`src/rtl/gpio_in_cond.sv`:
```
// GPIO input conditioner: synchronizer, prescaled debounce, edge pulses
// and sticky per-bit edge interrupt status.
module gpio_in_cond #(
  parameter int WIDTH = 32,
  parameter int DIV_W = 16
) (
  input  logic             clk,
  input  logic             rst_n,
  input  logic [WIDTH-1:0] pad_i,
  input  logic [DIV_W-1:0] div_i,
  input  logic [WIDTH-1:0] rise_en_i,
  input  logic [WIDTH-1:0] fall_en_i,
  input  logic [WIDTH-1:0] irq_clr_i,
  output logic [WIDTH-1:0] gpio_in_o,
  output logic [WIDTH-1:0] rise_o,
  output logic [WIDTH-1:0] fall_o,
  output logic [WIDTH-1:0] irq_status_o,
  output logic             irq_o
);

  logic [WIDTH-1:0] s1;
  logic [WIDTH-1:0] s2;
  logic [WIDTH-1:0] h0;
  logic [WIDTH-1:0] h1;
  logic [WIDTH-1:0] stable;
  logic [WIDTH-1:0] rise_q;
  logic [WIDTH-1:0] fall_q;
  logic [WIDTH-1:0] status;
  logic [DIV_W-1:0] cnt;

  logic             tick;
  logic [WIDTH-1:0] agree;
  logic [WIDTH-1:0] rise_d;
  logic [WIDTH-1:0] fall_d;
  logic [WIDTH-1:0] set_d;

  // >= so a lowered divider ticks at once instead of wrapping through
  assign tick = (cnt >= div_i);

  always_comb begin
    agree  = ~(s2 ^ h0) & ~(s2 ^ h1);
    rise_d = {WIDTH{tick}} & agree & s2 & ~stable;
    fall_d = {WIDTH{tick}} & agree & ~s2 & stable;
    set_d  = (rise_d & rise_en_i) | (fall_d & fall_en_i);
  end

  always_ff @(posedge clk or negedge rst_n) begin
    if (!rst_n) begin
      s1 <= '0;
      s2 <= '0;
    end else begin
      s1 <= pad_i;
      s2 <= s1;
    end
  end

  always_ff @(posedge clk or negedge rst_n) begin
    if (!rst_n) begin
      cnt <= '0;
    end else if (tick) begin
      cnt <= '0;
    end else begin
      cnt <= cnt + 1'b1;
    end
  end

  always_ff @(posedge clk or negedge rst_n) begin
    if (!rst_n) begin
      h0     <= '0;
      h1     <= '0;
      stable <= '0;
    end else if (tick) begin
      h0     <= s2;
      h1     <= h0;
      stable <= (stable & ~fall_d) | rise_d;
    end
  end

  // set beats a coincident clear
  always_ff @(posedge clk or negedge rst_n) begin
    if (!rst_n) begin
      rise_q <= '0;
      fall_q <= '0;
      status <= '0;
    end else begin
      rise_q <= rise_d;
      fall_q <= fall_d;
      status <= (status & ~irq_clr_i) | set_d;
    end
  end

  assign gpio_in_o    = stable;
  assign rise_o       = rise_q;
  assign fall_o       = fall_q;
  assign irq_status_o = status;
  assign irq_o        = |status;

endmodule

```
`config.mk`:
```
export PLATFORM = sky130hd
export DESIGN_NAME = gpio_in_cond
export DESIGN_NICKNAME = d
export VERILOG_FILES = /design/src/rtl/gpio_in_cond.sv
export SDC_FILE = /design/constraint.sdc
export NUM_CORES = 1
export LEC_CHECK = 0
export ABC_CLOCK_PERIOD_IN_PS = 2700
export CAP_MARGIN = 10
export CORE_ASPECT_RATIO = 0.9
export CORE_UTILIZATION = 43
export DETAILED_ROUTE_END_ITERATION = 10
export GPL_TIMING_DRIVEN = 0
export PLACE_DENSITY_LB_ADDON = 0.15
export SYNTH_ARGS = -nofsm -noshare
export SYNTH_HDL_FRONTEND = slang
export SYNTH_SLANG_ARGS = --single-unit
```
`constraint.sdc`:
```
create_clock -name clk -period 2.7 [get_ports clk]
set_clock_uncertainty 0.15 [all_clocks]
set_input_delay 0.27 -clock clk [delete_from_list [all_inputs] [get_ports clk]]
set_output_delay 0.27 -clock clk [all_outputs]
set_load 0.02 [all_outputs]
```
==> results.yml, run 1 <==
detailed_routing:
  wl_per_cell_um: 17.4
  detail-route-antenna-nets: 0
  drt_iter0_drc: 451
  viasPerCell: 5.11
  first_pass_iters: 5
  num_vias: 8264
  routed_wl_mm: 28.1
  drcViolationCount: 0
placed_design:
  gp_congestion: 0.792
  hpwl_mm: 19.7
  place_area_um2: 14700
  numPortBuffers: 274
  place_worst_setup_slack_ps: -567
clocking:
  cts_tree: "built"
  cts.clk_slew.worst_paths_ps: 60
  cts_buffer_depth: 3
  cts_root_buf: "clkbuf_16"
  cts-htree-levels: 1
  numCtsBuffers: 29
  clk_latency_ps: 530
  clock-sinks: 272
timing:
  setup_viol: 0
  post-route-min-period_ps: 2610
  clock.fmax_mhz: 382
  fin_crit_sh: 0.968
  relSlewSlack: 0.586
  rsz0062_at_grt: "no"
  hold_viol_final: 0
  tightest_slew_ps: 620
  fin_ws_ps: 85.4
  maxSlewViolCount: 0
logic_synthesis:
  syn_area_per_cell_um2: 12.3
  synthCells: 929
  synth_area_leaders: "dfrtp_1 (59%), mux2_4 (8.4%), o21ai_0 (4.3%)"
  syn_area_um2: 11500
  yosysSeqAreaShare: 0.594
  synth_nets: 1092
  synth.most_common_cell: "dfrtp_1"
  ys_warn_count: 0
  synth_cell_type_count: 33
  synth_top_area_share: 0.594
  synth_seq_cells: 272
  synth_common_cells: "dfrtp_1 (272), inv_1 (113), o21ai_0 (98), nor2_1 (86), mux2_4 (64)"
  synth_async_sr_flop_share: 1.00
  synth_edf_count: 0
  yosysTopAreaCell: "dfrtp_1"
  synth_top_flop_cell: "dfrtp_1"
worst_setup_path:
  cp_slowest_stage_delay_ps: 460
  setup.worst_path.class: "reg2reg"
  critPathCaptureType: "flop"
  cp_slowest_cell: "dfrtp_2"
  path_cells: "ha_1, a31oi_1, nor2b_1, o311ai_4, and4_4, buf_12, clkbuf_16, mux2_1"
  arrival_ps: 2870
  path_max_fanout: 6
  start_kind: "flop"
  cp.required_ps: 2950
floorplan:
  coreArea_um2: 26100
  start_util: 0.438
  ios: 275
  die_y_um: 157
  rows: 56
  die_area_um2: 27300
  die_w_um: 174
grt:
  grt_antenna_before_repair: 1
  grt_util_met3: 0.0435
  grt_overflow: 0
  grt_pass1_wl_mm: 44.4
  grt_max_degree: 120
  grt_pass1_vias: 8141
  grt_use_met2: 0.338
  grtUsageTotal: 0.207
  use_met1: 0.285
  grt_busiest_layer: "met2"
layout:
  fillers: 2099
  fin_area_um2: 15900
  syn_to_final_growth_pct: 38.8
  drive_gt1_frac: 0.140
  final_util: 0.608
  final_nets: 1409
pwr:
  peakVddDrop_mv: 0.518
  power.total_mw: 14.0
  power_density_nw_per_um2: 880
  p_leak_nw: 7.24
hold_path:
  hold_class: "in2reg"
flow_run:
  maxCapViolations: 0
status:
  outcome: "completed"
[per-layer routing]
layer  up-vias  part of all wire
li1       3922                 -
met1      4075              0.45
met2       227              0.47
met3        40             0.059
met4         0             0.018
met5         -                 0
[placed cells by master, fill, tap and decap left out, types with 2 or more instances in the layout]
master / synthesis / layout
a21oi_1: 37 / 37
nand2_1: 9 / 9
mux2_2: 18 / 18
clkbuf_1: 1 / 6
nand4_1: 38 / 38
o21ai_0: 98 / 97
nor4_1: 9 / 5
nor2_1: 86 / 86
a22o_1: 32 / 32
nor4_2: 0 / 3
clkinv_2: 0 / 5
clkdlybuf4s50_1: 0 / 272
buf_2: 1 / 2
buf_16: 0 / 2
inv_1: 113 / 113
nand4b_1: 32 / 32
xor2_1: 7 / 7
nor3_1: 3 / 3
ha_1: 17 / 16
mux2_4: 64 / 64
mux2_1: 14 / 14
buf_4: 1 / 8
bufinv_16: 0 / 3
and4_1: 33 / 32
clkbuf_16: 0 / 31
nand3_1: 6 / 6
nor2b_1: 3 / 2
xnor2_1: 7 / 7
buf_6: 17 / 16
buf_12: 0 / 3
or2_2: 2 / 2
dfrtp_1: 272 / 271
clkbuf_8: 0 / 10
[critical path, delay by kind of cell, from the launching register on]
family	cells	cell delay, ps
compound gates	2	530
buf+inv	2	290
mux	1	310
flops	1	460
fa+ha+maj	1	300
simple gates	2	430
[power breakdown]
| group | switching (mW) | leakage, nW | internal (mW) |
|---|---|---|---|
| logic | 1.75 | 3.25 | 2.19 |
| clock network | 1.57 | 0.498 | 2.52 |
| registers | 1.04 | 3.49 | 4.92 |
[cell type report]
class | count | area, µm² | area share
Timing Repair Buffer | 286 | 2920 | 0.183
Multi-Input combinational cell | 522 | 4050 | 0.255
Buffer | 22 | 258 | 0.0162
Antenna cell | 1 | 2.50 | 0.000157
Clock inverter | 8 | 115 | 0.00724
Sequential cell | 272 | 6810 | 0.428
Tap cell | 348 | 435 | 0.0274
Clock buffer | 45 | 886 | 0.0557
Inverter | 113 | 424 | 0.0267
[through the flow]
step                setup TNS (ps)  instances  hold slack (ps)
detailed placement          -88230       1553              148
CTS                         -0.648       1607             1.16
floorplan                        0        929             -176
finish                           0       1617             27.3
global route                     0       1616             2.17
global placement          -2933390       1551              182
[timing repair]
item	in CTS	in global routing
resized for setup	13	9
hold buffers	1	0
endpoints found under the hold margin	78	0
pin swaps	5	4
endpoints found under the setup margin	201	192
cloned	0	2
buffers inserted	0	7
[cell families (layout without fill, tap and decap cells)]
group	after synthesis	after routing	share of synthesized area
AOI/OAI and AO/OA	171	171	0.0871
xor gates and xnor gates	14	14	0.0107
adders and majority gates	17	17	0.0186
buffers and inverters	135	474	0.0578
DFF	272	272	0.594
muxes	96	96	0.115
other	0	1	0
and+or+nand+nor	224	224	0.116
[final timing paths]
kind | start | end | slack [ps] | cells after the start
worst max-delay path | cnt[2]$_DFF_PN0_ | h1[25]$_DFFE_PN0N_ | 90 | 8
worst min-delay path | pad_i[7] | s1[7]$_DFF_PN0_ | 30 | 1
worst max register to register | cnt[2]$_DFF_PN0_ | h1[25]$_DFFE_PN0N_ | 90 | 8
worst min register to register | s1[8]$_DFF_PN0_ | s2[8]$_DFF_PN0_ | 200 | 0
max in group asynchronous | rst_n | cnt[2]$_DFF_PN0_ | 1220 | 3
min in group asynchronous | rst_n | fall_o[30]$_DFF_PN0_ | 160 | 2
(Power assumes the default switching activity.)
==> run 2: changes to the inputs <==
--- a/config.mk
+++ b/config.mk
@@ -14,2 +14,3 @@
 export PLACE_DENSITY_LB_ADDON = 0.15
+export SKIP_LAST_GASP = 1
 export SYNTH_ARGS = -nofsm -noshare
--- a/constraint.sdc
+++ b/constraint.sdc
@@ -4,2 +4,2 @@
 set_output_delay 0.27 -clock clk [all_outputs]
-set_load 0.02 [all_outputs]
+set_load 0.1 [all_outputs]
==> run 2 against run 1 <==
Critical path depth unchanged. First-iteration DRC count down 2.0%. Fmax down 0.17%. Final area about the same. Register-to-register slack about the same. Power up 11%. Largest cell class unchanged.
==> results.yml, run 2 (synthesis gave the netlist of run 1 again) <==
clocking:
  clock-sinks: 272
  cts_buffer_depth: 3
  cts-htree-levels: 1
  cts.clk_slew.worst_paths_ps: 60
  clk_latency_ps: 530
  cts_tree: "built"
  cts_root_buf: "clkbuf_16"
  numCtsBuffers: 29
floorplan:
  ios: 275
  start_util: 0.438
  coreArea_um2: 26100
  die_area_um2: 27300
  die_y_um: 157
  rows: 56
  die_w_um: 174
timing:
  tightest_slew_ps: 1080
  fin_crit_sh: 0.970
  maxSlewViolCount: 0
  clock.fmax_mhz: 382
  post-route-min-period_ps: 2620
  hold_viol_final: 0
  relSlewSlack: 0.277
  hold_slack_ps: 27.5
  setup_viol: 0
  rsz0062_at_grt: "no"
layout:
  final_cell_mix: "clkdlybuf4s50_1 (272), dfrtp_1 (271), inv_1 (113)"
  final_nets: 1409
  layout_commonest_cell: "clkdlybuf4s50_1"
  syn_to_final_growth_pct: 38.8
  multiInputGateArea_um2: 4050
  fillers: 2101
  final_util: 0.608
  drive_gt1_frac: 0.140
  regArea_um2: 6810
  fin_area_um2: 15900
worst_setup_path:
  cp_slowest_cell: "dfrtp_2"
  path_max_fanout: 6
  setup.worst_path.class: "reg2reg"
  path_cells: "ha_1, a31oi_1, nor2b_1, o311ai_4, and4_4, buf_12, clkbuf_16, mux2_1"
  r2r-start: "cnt[2]$_DFF_PN0_"
  crit_buf_inv: 2
  start_kind: "flop"
  cp_top_family: "compound AO/OA/AOI/OAI gates"
  cp_slowest_stage_delay_ps: 460
  cp.required_ps: 2950
  crit_start: "cnt[2]$_DFF_PN0_"
  critPathCaptureType: "flop"
  arrival_ps: 2870
detailed_routing:
  num_vias: 8275
  drcViolationCount: 0
  detail-route-antenna-nets: 0
  drt_iter0_drc: 442
  first_pass_iters: 5
  wl_per_cell_um: 17.4
  routed_wl_mm: 28.1
  viasPerCell: 5.12
grt:
  grt_antenna_before_repair: 1
  grt_pass1_vias: 8141
  grtUsageTotal: 0.207
  grt_pass1_wl_mm: 44.4
  grt_overflow: 0
  grt_max_degree: 120
pwr:
  p_sw_frac: 0.381
  p_leak_nw: 7.24
  power_density_nw_per_um2: 979
  peakVddDrop_mv: 0.664
  switchingPower_mw: 5.94
  power.internal_mw: 9.63
  power_frac_comb: 0.355
  power_frac_clock: 0.263
  power_frac_seq: 0.383
status:
  outcome: "completed"
placed_design:
  hpwl_mm: 19.7
  place_area_um2: 14700
  gp_congestion: 0.792
  numPortBuffers: 274
hold_path:
  hold_class: "in2reg"
  min_from: "pad_i[7]"
flow_run:
  maxCapViolations: 0
[run 2: cell types whose count changed in the layout (fill, tap and decap cells not counted)]
cell | before | now
buf_4 | 8 | 9
clkdlybuf4s15_2 | 1 | 0
[run 2: power groups by stage]
stage / Sequential (mW) / Clock [mW] / Combinational, mW
floorplan: 7.46 / 0 / 2.38
global placement: 5.92 / 0 / 5.35
detailed placement: 5.98 / 0 / 5.45
CTS: 5.93 / 4.19 / 5.48
global route: 6.12 / 4.37 / 5.88
finish: 5.95 / 4.09 / 5.52
[run 2: layout make-up]
type                            count  area share
Multi-Input combinational cell    522       0.255
Sequential cell                   272       0.428
Tap cell                          348      0.0274
Buffer                             22      0.0162
Timing Repair Buffer              286       0.183
Inverter                          113      0.0267
Clock inverter                      8     0.00724
Antenna cell                        1    0.000157
Clock buffer                       45      0.0557
[run 2: layer usage]
layer / vias to the layer above / routed length, µm / track usage
met1: 4072 / 12800 / 0.285
met4: 0 / 497 / 0.0447
met2: 243 / 13200 / 0.338
met3: 40 / 1660 / 0.0435
met5: - / 0 / 0
li1: 3920 / - / -
[run 2: final timing paths]
kind	endpoint	slack [ps]	cells past startpoint
worst max-delay path	h1[25]$_DFFE_PN0N_	80	8
worst min-delay path	s1[7]$_DFF_PN0_	30	1
worst max register to register	h1[25]$_DFFE_PN0N_	80	8
max in group asynchronous	cnt[2]$_DFF_PN0_	1220	3
min in group asynchronous	fall_o[30]$_DFF_PN0_	160	2
worst min register to register	s2[8]$_DFF_PN0_	200	0
[run 2: metrics by stage]
step | setup slack [ps] | setup TNS [ps] | total power [mW] | instances
after CTS | 6.90 | 0 | 15.6 | 1607
after floorplan | 233 | 0 | 9.84 | 929
after global routing | 1.12 | 0 | 16.4 | 1616
after global placement | -10510 | -2933820 | 11.3 | 1551
after detailed placement | -621 | -88660 | 11.4 | 1553
final | 80.9 | 0 | 15.6 | 1617
[run 2: worst reg2reg max path, stage by stage (launching register included)]
cell	delay, ps
dfrtp_2	460
ha_1	300
a31oi_1	180
nor2b_1	90
o311ai_4	350
and4_4	340
buf_12	150
clkbuf_16	160
mux2_1	310
[run 2: timing repair]
| item | in CTS | in global routing |
|---|---|---|
| resized for setup | 16 | 9 |
| endpoints found under the hold margin | 78 | 0 |
| gates cloned | 0 | 2 |
| hold buffers | 1 | 0 |
| endpoints found under the setup margin | 201 | 192 |
| buffers inserted | 0 | 7 |
| pin swaps | 4 | 4 |
